### config.mk
export PLATFORM = sky130hd
export DESIGN_NAME = pixel_bit_packer
export DESIGN_NICKNAME = d
export VERILOG_FILES = /design/src/rtl/pixel_bit_packer.sv
export SDC_FILE = /design/constraint.sdc
export NUM_CORES = 1
export LEC_CHECK = 0
export CORE_AREA = 2 2 125 115
export DETAILED_ROUTE_END_ITERATION = 10
export DIE_AREA = 0 0 127 117
export GPL_ROUTABILITY_DRIVEN = 0
export PLACE_DENSITY = 0.76
export SKIP_LAST_GASP = 1
export SYNTH_ARGS = -nofsm -noshare
export SYNTH_HDL_FRONTEND = slang
export SYNTH_SLANG_ARGS = --single-unit
### constraint.sdc
create_clock -name iCLK -period 3.6 [get_ports iCLK]
set_input_delay 0.9 -clock iCLK [delete_from_list [all_inputs] [get_ports iCLK]]
set_output_delay 0.9 -clock iCLK [all_outputs]
set_load 0.05 [all_outputs]
### src/rtl/pixel_bit_packer.sv
// Packs a stream of binarized pixels into WORD_W-bit words, one frame at a time.
// A frame ending early gets its partial word flushed and is flagged as short.
module pixel_bit_packer #(
    parameter int unsigned WORD_W       = 32,
    parameter int unsigned FRAME_PIXELS = 307200
) (
    input  logic              iCLK,
    input  logic              iRST,
    input  logic              iPIX,
    input  logic              iDVAL,
    input  logic              iFVAL,
    input  logic              iEN,
    output logic [WORD_W-1:0] oWORD,
    output logic              oWVAL,
    output logic [15:0]       oWORD_CNT,
    output logic              oFRAME_DONE,
    output logic              oSHORT,
    output logic              oBUSY
);

    localparam int unsigned     BitW      = $clog2(WORD_W);
    localparam logic [BitW-1:0] LastBit   = BitW'(WORD_W - 1);
    localparam logic [19:0]     FramePix  = 20'(FRAME_PIXELS);

    typedef enum logic [2:0] {StIdle, StArm, StPack, StFlush, StDone} state_e;

    state_e            state_q, state_d;
    logic              fval_q;
    logic              arm_low_q, arm_low_d;
    logic [WORD_W-1:0] word_q, word_d;
    logic [WORD_W-1:0] out_q, out_d;
    logic [BitW-1:0]   bit_q, bit_d;
    logic [19:0]       pix_q, pix_d;
    logic [15:0]       cnt_q, cnt_d;
    logic              wval_q, wval_d;
    logic              done_q, done_d;
    logic              short_q, short_d;

    logic              accept;
    logic              fval_fall;
    logic              frame_full;
    logic [WORD_W-1:0] word_acc;

    // Pixels are only taken in PACK; the frame-start cycle itself carries none.
    assign accept     = (state_q == StPack) && iDVAL;
    assign fval_fall  = fval_q && !iFVAL;
    assign frame_full = accept && ((pix_q + 20'd1) == FramePix);

    always_comb begin
        word_acc        = word_q;
        word_acc[bit_q] = iPIX;
    end

    always_comb begin
        state_d   = state_q;
        arm_low_d = arm_low_q;
        word_d    = word_q;
        out_d     = out_q;
        bit_d     = bit_q;
        pix_d     = pix_q;
        cnt_d     = cnt_q;
        wval_d    = 1'b0;
        done_d    = 1'b0;
        short_d   = short_q;

        unique case (state_q)
            StIdle: begin
                if (iEN) begin
                    state_d   = StArm;
                    arm_low_d = 1'b0;
                end
            end
            StArm: begin
                // Requiring a low level first skips any frame already in flight.
                if (!iFVAL) begin
                    arm_low_d = 1'b1;
                end else if (arm_low_q) begin
                    state_d = StPack;
                    bit_d   = '0;
                    word_d  = '0;
                    pix_d   = '0;
                    cnt_d   = '0;
                    short_d = 1'b0;
                end
            end
            StPack: begin
                if (accept) begin
                    pix_d = pix_q + 20'd1;
                    if (bit_q == LastBit) begin
                        out_d  = word_acc;
                        wval_d = 1'b1;
                        cnt_d  = cnt_q + 16'd1;
                        bit_d  = '0;
                        word_d = '0;
                    end else begin
                        word_d = word_acc;
                        bit_d  = bit_q + 1'b1;
                    end
                end
                if (frame_full) begin
                    state_d = StDone;
                end else if (fval_fall) begin
                    short_d = 1'b1;
                    state_d = (bit_d != '0) ? StFlush : StDone;
                end
            end
            StFlush: begin
                out_d   = word_q;
                wval_d  = 1'b1;
                cnt_d   = cnt_q + 16'd1;
                word_d  = '0;
                bit_d   = '0;
                state_d = StDone;
            end
            StDone: begin
                done_d = 1'b1;
                if (iEN) begin
                    state_d   = StArm;
                    arm_low_d = 1'b0;
                end else begin
                    state_d = StIdle;
                end
            end
            default: state_d = StIdle;
        endcase
    end

    always_ff @(posedge iCLK or posedge iRST) begin
        if (iRST) begin
            state_q   <= StIdle;
            fval_q    <= 1'b0;
            arm_low_q <= 1'b0;
            word_q    <= '0;
            out_q     <= '0;
            bit_q     <= '0;
            pix_q     <= '0;
            cnt_q     <= '0;
            wval_q    <= 1'b0;
            done_q    <= 1'b0;
            short_q   <= 1'b0;
        end else begin
            state_q   <= state_d;
            fval_q    <= iFVAL;
            arm_low_q <= arm_low_d;
            word_q    <= word_d;
            out_q     <= out_d;
            bit_q     <= bit_d;
            pix_q     <= pix_d;
            cnt_q     <= cnt_d;
            wval_q    <= wval_d;
            done_q    <= done_d;
            short_q   <= short_d;
        end
    end

    assign oWORD       = out_q;
    assign oWVAL       = wval_q;
    assign oWORD_CNT   = cnt_q;
    assign oFRAME_DONE = done_q;
    assign oSHORT      = short_q;
    assign oBUSY       = (state_q != StIdle);

endmodule

; ---- Word-level counts from Yosys, hierarchy flattened
; Cells that the tools add are included.
[totals]
inputBits = 6
wordCells = 99
output_inout_bits = 52
ff_bits = 113
[classes]
mux = 46
magnitude_cmp = 2
n_eq_ne = 16
n_reduce_logical = 21
addsub = 3
[ops]
columns = cell, count
row1 = 32-bit 2-to-1 mux, 6
row2 = 32-bit one-hot mux with 3 select lines, 1
row3 = 16-bit 2-to-1 mux, 4
row4 = 32-bit one-hot mux with 2 select lines, 1
row5 = 20-bit 2-to-1 mux, 3
row6 = 16-bit one-hot mux with 3 select lines, 1
row7 = 20-bit one-hot mux with 2 select lines, 1
row8 = 32-bit bitwise mux, 1
row9 = 5-bit 2-to-1 mux, 5
row10 = "20-bit by 1-bit adder with 20-bit output, second input constant", 1
row11 = "20-bit by 19-bit equality test with 1-bit output, second input constant", 1
row12 = 3-bit 2-to-1 mux, 6
row13 = "16-bit by 1-bit adder with 16-bit output, second input constant", 1
row14 = 3-bit one-hot mux with 5 select lines, 1
row15 = 5-bit one-hot mux with 3 select lines, 1
row16 = "2-bit != test, second input constant", 7
row17 = 4-bit AND reduction, 3
row18 = 1-bit 2-to-1 mux, 11
row19 = 5-bit AND reduction, 2
row20 = 3-bit AND reduction, 3
row21 = "3-bit by 2-bit equality test with 1-bit output, second input constant", 2
row22 = "5-bit by 6-bit less-than comparator with 1-bit output, second input constant", 1
row23 = 1-bit one-hot mux with 2 select lines, 3
row24 = 2-bit nonzero test, 3
row25 = 14 further kinds, 19

; ---- Longest topological paths before layout
; Gate-level depths: netlist of the first run.
[depth]
ltp_word = 9
mapped_depth = 12
ltp_nobuf = 9

; ---- Worst setup path before layout of the first run
; Ideal clock, no wire load.
[synth_path]
path_type = reg-to-reg
from = register bit_q[0]
to = register cnt_q[11] (netlist: oWORD_CNT[11])
required_ns = 3.523
t_arrival_ns = 2.622
path_buffers = 2
period_less_slack_ns = 2.699
stages_incl_launch_ff = 12
setup_time_ns = 0.077
slack_ns = 0.901
path_cell_list = dfrtp_1 > ha_1 > clkbuf_1 > and3_1 > ha_1 > clkbuf_1 > nor4b_1 > nor4_2 > and4_4 > nand2_2 > or3_1 > a21oi_1
[synth_between]
elab_chain_len = 3
[synth_rtl]
columns = item, line_no
row1 = start: declaration, 32  ; logic [BitW-1:0] bit_q, bit_d;
row2 = start signal: assignment, 147  ; bit_q <= bit_d;
row3 = 5-bit equality test, 89  ; if (bit_q == LastBit) begin
row4 = 2-bit by 1-bit != test with 1-bit output (no source line), --
row5 = 5-bit AND reduction (no source line), --
row6 = end signal: assignment, 149  ; cnt_q <= cnt_d;
row7 = end: declaration, 34  ; logic [15:0] cnt_q, cnt_d;
; No other way between the ends.
; A chain may end at the register's enable or synchronous reset.

; ---- Worst setup path after layout of the first run
[layout_path]
from = register state_q[2]
to = output oBUSY
[layout_between]
elab_chain_len = 1
[layout_rtl]
columns = item, line_no
row1 = start: declaration, 27  ; state_e state_q, state_d;
row2 = start signal: assignment, 130  ; state_q <= StIdle;
row3 = start signal: assignment, 142  ; state_q <= state_d;
row4 = 3-bit nonzero test, 161  ; assign oBUSY = (state_q != StIdle);
row5 = end: declaration, 18  ; output logic oBUSY
; No other way between the ends.

==> metrics.txt, run 1 <==
ANT cells 0; status completed; Routed Antenna Nets 0; Synth Flop Type dfrtp_1; Hold Crit Class reg2reg; Clock Latency Late Sink 0.43 ns; Sw Ratio 0.3362; largest net degree at the start of global routing 47; Setup TNS 0 ns; Required @ worst endpoint 2.70 ns; Vias per Instance 5.905; Synth Register Bits 113; clock share of power 0.419; Slew Viols, Final 0; DR pass1 iterations 6; P&R area growth vs syn 22.00%; Post-Synthesis Cell Area 5943 um2; minimum clock period roughly 3.0 ns; Reg power frac 0.363; FFs w/ async S/R, synth 1.000; Detailed Place HPWL 9414 um; First DRT Iteration DRCs 586; Slew @ Worst Pin roughly 0.84 ns; crit start category flip-flop; Max VDD drop roughly 430 uV; Final Hold Viols 0; Final Cycle Share 0.8395; clock sinks between 100 and 150; vias in the first global route 5147; Clock Pin Slew Worst Setup and Hold Paths roughly 0.05 ns; H-tree levels 4; setup bufs post-CTS 0; RSZ-0062 raised after global routing false; hold_buf cts 0; synthesized netlist cell count 650; kind of critical path reg2out; Power, Total between 0.003 and 0.004 W; worst-path fanout max 18; Final #Nets 704; detailed-route wire length 14940 um; post-cts gate resize count 0; Clock Skews 0.007747 ns; combinational group share of total power 0.218; row count 41; Internal roughly 0.0027 W; number of port buffers 57; YS warnings 0; # setup viols final 0; CTS tree yes; WL/cell 17.08 um; switching power between 0.001 and 0.0015 W; Post-synth EDFFs 0; placed insts between 800 and 900; post-synthesis sequential area ratio 0.4758; die width 127 um; Post-Layout Cell Count about 880; P_leak 3.162 nW; Max Cap Violations 0; total number of vias 5167; Yosys cell types 58; total CTS buffers 17; I/O pins 58; Avg Cell Area, Syn 9.143 um2; most frequent cells in the layout 113 x dfrtp_1, 108 x nand2_1, 103 x o21ai_0; arrival time at the worst endpoint 2.12 ns; gr usage total 0.2168; most common cell after layout, fill and taps aside dfrtp_1; Starting Density 0.4355; PD cells 551.5 nW/um2; Critical Path End Type output pin; initial antenna violation count 0; f_max 330.9 MHz; core region area 13650 um2; total congestion overflow 0; first-pass GRT wire length ~25000 um; root buf cell clkbuf_16; CTS max path bufs 2; die area 14860 um2; share of layout cells above drive strength 1 0.08677; Syn Nets 664; Slew HR 0.4403; die height approximately 120 um; post-route DRC violation count 0
## sequential cells by signal, indices dropped and copies added (netlist names), 3 cells and up
signal / flops
oWORD_CNT: 16
state_q: 3
bit_q: 5
oWORD: 32
word_q: 32
pix_q: 20
## worst paths after layout
check / start / end / slack, ns / cells after the start
max reg2reg: bit_q[1] / oWORD_CNT[13] / 0.61 / 9
min in group asynchronous: iRST / oWORD_CNT[6] / 0.99 / 2
min reg2reg: oWORD[24] / oWORD[24] / 0.51 / 2
min: oWORD[24] / oWORD[24] / 0.51 / 2
max in group asynchronous: iRST / oWORD[24] / 1.92 / 3
max: state_q[2] / oBUSY / 0.58 / 2
## synthesized netlist by cell type (3+ instances only)
cell	instances	area share
o21ai_0	103	0.087
and4_1	4	0.0059
nand3b_1	4	0.0051
nand2_1	108	0.068
nor2b_1	4	0.0042
inv_1	12	0.0076
and3_1	9	0.0095
xor2_1	10	0.015
nand3_1	20	0.017
a22oi_1	33	0.042
o31ai_1	9	0.011
a31oi_1	9	0.0095
dfrtp_1	113	0.48
nand4_1	6	0.0063
nand2b_1	4	0.0042
a21oi_1	15	0.013
ha_1	8	0.017
and3b_1	3	0.0044
or3_1	5	0.0053
a21bo_2	3	0.0051
xnor2_1	6	0.0088
buf_2	11	0.0093
nor3_1	11	0.0093
nor2_1	28	0.018
clkbuf_1	36	0.023
mux2i_1	34	0.057
## power by group through the flow
stage / clock network (W) / logic [W] / registers (W)
after CTS: 0.00170 / 0.000873 / 0.00145
after floorplan: 0 / 0.000550 / 0.00151
after global routing: 0.00175 / 0.000956 / 0.00147
final: 0.00167 / 0.000872 / 0.00145
after detailed placement: 0 / 0.000870 / 0.00147
after global placement: 0 / 0.000846 / 0.00147
## cell families after synthesis
kind of cell	count (synthesis)	synth area share
flip-flops	113	0.4758
multiplexers	34	0.05726
buffers and inverters	62	0.04273
XOR/XNOR	16	0.02358
AO/OA/AOI/OAI	189	0.1922
adder cells (fa/ha/maj)	8	0.01684
AND/OR/NAND/NOR	228	0.1916
## per-layer routing
metal | up-vias | GRT usage | share of wire
met2 | 168 | 0.3495 | 0.47
met3 | 21 | 0.05591 | 0.060
met5 | - | 0 | 0
met1 | 2572 | 0.2866 | 0.46
li1 | 2406 | - | -
met4 | 0 | 0.07985 | 0.015
## stage by stage
stage	worst slack (ns)	instance area [um2]	utilization	hold slack (ns)
floorplan	0.9005	5947	-	0.4359
global placement	0.5084	6660	0.4881	0.4797
detailed placement	0.3966	6660	0.4881	0.4913
CTS	0.5697	7251	0.5314	0.5045
global route	0.3494	7251	0.5314	0.5378
finish	0.5778	7251	0.5314	0.5059
## worst max-delay path, stage by stage, from the launching register on
cell and delay, ns:
dfrtp_1 0.58, or3_1 0.40, clkdlybuf4s50_1 0.71
## final cells by class
type	instances	area [um2]
inverters	12	48.80
clock inverters	12	133.9
repair buffers	71	700.7
fillers	1211	6395
multi-input cells	475	2868
well taps	172	215.2
clock buffers	20	456.7
flip-flops and latches	113	2828
Power figures use the tool's default switching activity.
==> run 2, diff against run 1 <==
clock period = 2.5 ns   (was 3.6 ns; I/O delays follow)
==> run 2 against run 1 <==
Against the previous run: count of clock-buffer cells in the layout up 2; register-to-register slack worse by 0.40 ns; critical path type unchanged; worst hold slack better by 0.0048 ns; highest routed layer unchanged; power up 45%.
==> metrics.txt, run 2 (same netlist as run 1, synthesis figures left out) <==
Post-Layout Cell Count 894 (was 875); Fillers 1165 (was 1211); CP max-delay cell clkdlybuf4s50_1 (unchanged); Slew @ Worst Pin 0.6103 ns (was 0.8378 ns); reg-to-reg startpoint pix_q[9] (was bit_q[1]); f_max 429.4 MHz; DR pass1 iterations 5 (was 6); hold_sp word_q[13] (was oWORD[24]); Clock Skews 0.01137 ns (was 0.007747 ns); Detailed Place HPWL 9640 um (was 9414 um); minimum clock period 2.329 ns; Routed Antenna Nets 0 (unchanged); register area 2828 um2 (unchanged); total congestion overflow 0 (unchanged); number of port buffers 57 (unchanged); Slew Viols, Final 0 (unchanged); first-pass GRT wire length 26520 um (was 25360 um); Top delay family on crit path buffers and inverters (unchanged); area of the multi-input gates 2917 um2 (was 2868 um2); CP Buf/Inv Count 1 (unchanged); Reg2Reg Depth 7 (was 9); post-route DRC violation count 0 (unchanged); arrival time at the worst endpoint 1.70 ns (was 2.12 ns); critical path, cell by cell clkdlybuf4s50_1 (was or3_1, clkdlybuf4s50_1); placed insts 863 (was 843); M1 WL 6964 um (was 6848 um); PD cells 775.5 nW/um2 (was 551.5 nW/um2); Required @ worst endpoint 1.88 ns (was 2.70 ns); most frequent cells in the layout 113 x dfrtp_1, 108 x nand2_1, 103 x o21ai_0 (unchanged); Starting Density 0.4355 (unchanged); H-tree levels 4 (unchanged); hold slack 0.5107 ns (was 0.5059 ns); crit start category flip-flop (unchanged); total number of vias 5247 (was 5167); CTS tree yes (unchanged); worst r2r dst oSHORT (was oWORD_CNT[13]); post-cts gate resize count 0 (unchanged); vias in the first global route 5304 (was 5147); Met3 Routed Length 914 um (was 903 um); share of layout cells above drive strength 1 0.1163 (was 0.08677); ANT cells 0 (unchanged); P&R area growth vs syn 25.60% (was 22.00%); largest net degree at the start of global routing 71 (was 47); WL/cell 17.38 um (was 17.08 um); # setup viols final 0 (unchanged); die area 14860 um2 (unchanged); Clock Latency Late Sink 0.42 ns (was 0.43 ns); Max VDD drop 541.2 uV (was 425.1 uV); Final Hold Viols 0 (unchanged); Vias per Instance 5.869 (was 5.905); CTS max path bufs 2 (unchanged); kind of critical path reg2out (unchanged); worst-path fanout max 6 (was 18); hold path endpoint word_q[13] (was oWORD[24]); root buf cell clkbuf_16 (unchanged); RSZ-0062 raised after global routing false (unchanged); Final #Nets 724 (was 704); gr usage total 0.2231 (was 0.2168); max layer used met4 (unchanged); initial antenna violation count 0 (unchanged); I/O pins 58 (unchanged); First DRT Iteration DRCs 565 (was 586); Slew HR 0.5932 (was 0.4403); final core occ 0.5470 (was 0.5314); core region area 13650 um2 (unchanged); row count 41 (unchanged); P_leak 3.294 nW (was 3.162 nW); Final Cycle Share 0.9315; Hold Crit Class reg2reg (unchanged); die height 117 um (unchanged); Max Cap Violations 0 (unchanged); detailed-route wire length 15540 um (was 14940 um); die width 127 um (unchanged); Clock Pin Slew Worst Setup and Hold Paths 0.05 ns (about the same); routed length on met2 7485 um (was 6963 um); reg2reg setup slack 0.21 ns (was 0.61 ns); clock sinks 113 (unchanged); most common cell after layout, fill and taps aside dfrtp_1 (unchanged); Worst path max stage delay 0.85 ns (was 0.71 ns); status completed (unchanged); total CTS buffers 17 (unchanged); Critical Path End Type output pin (unchanged); Hold Crit Depth 2 (unchanged)
==> run 2: metal layers <==
| layer | track usage | vias up |
|---|---|---|
| li1 | - | 2438 |
| met1 | 0.2985 | 2594 |
| met2 | 0.3577 | 197 |
| met3 | 0.05273 | 18 |
| met4 | 0.08425 | 0 |
| met5 | 0 | - |
==> run 2: layout make-up <==
| cell class | count | share of cell area |
|---|---|---|
| inverter | 12 | 0.006537 |
| tap | 172 | 0.02883 |
| sequential | 113 | 0.3788 |
| multi-input combinational | 475 | 0.3907 |
| clock buffer | 22 | 0.06353 |
| clock inverter | 9 | 0.01123 |
| timing repair buffer | 91 | 0.1203 |
==> run 2: how the worst max path moves through the flow <==
stage                                to  slack (ns)  cells past startpoint          from
after floorplan           oWORD_CNT[13]     0.00009                     11      bit_q[0]
after global placement     oWORD_CNT[5]       -0.05                      9         iDVAL
after detailed placement  oWORD_CNT[13]       -0.09                      8         iDVAL
after CTS                 oWORD_CNT[13]         0.1                      9      bit_q[1]
after global routing             oSHORT        0.08                      7      pix_q[9]
final                      oWORD_CNT[3]        0.17                      1  oWORD_CNT[3]
==> run 2: power by group <==
part	switching [W]	internal [W]	leakage (nW)
combinational	0.000964	0.000488	1.46
clock	0.000846	0.00143	0.264
sequential	0.000131	0.00193	1.57
==> run 2: stage by stage <==
| stage | total power [W] | area [um2] | TNS (ns) | setup WS, ns |
|---|---|---|---|---|
| after floorplan | 0.002992 | 6016 | 0 | 0.00008726 |
| after global placement | 0.003478 | 6907 | -0.1368 | -0.05163 |
| after detailed placement | 0.003513 | 6907 | -1.062 | -0.09412 |
| after CTS | 0.005804 | 7465 | 0 | 0.09815 |
| after global routing | 0.006049 | 7465 | 0 | 0.08179 |
| final | 0.005789 | 7465 | 0 | 0.1713 |
==> run 2: tightest hold or removal path, stage by stage, from the launching register on <==
cell	delay [ns]
dfrtp_1	0.36
nand2_1	0.05
o21ai_0	0.06
==> run 2: timing repair <==
action | in CTS | in global routing
hold buffers | 0 | 0
endpoints found under the setup margin | 0 | 1
setup buffers | 0 | 0
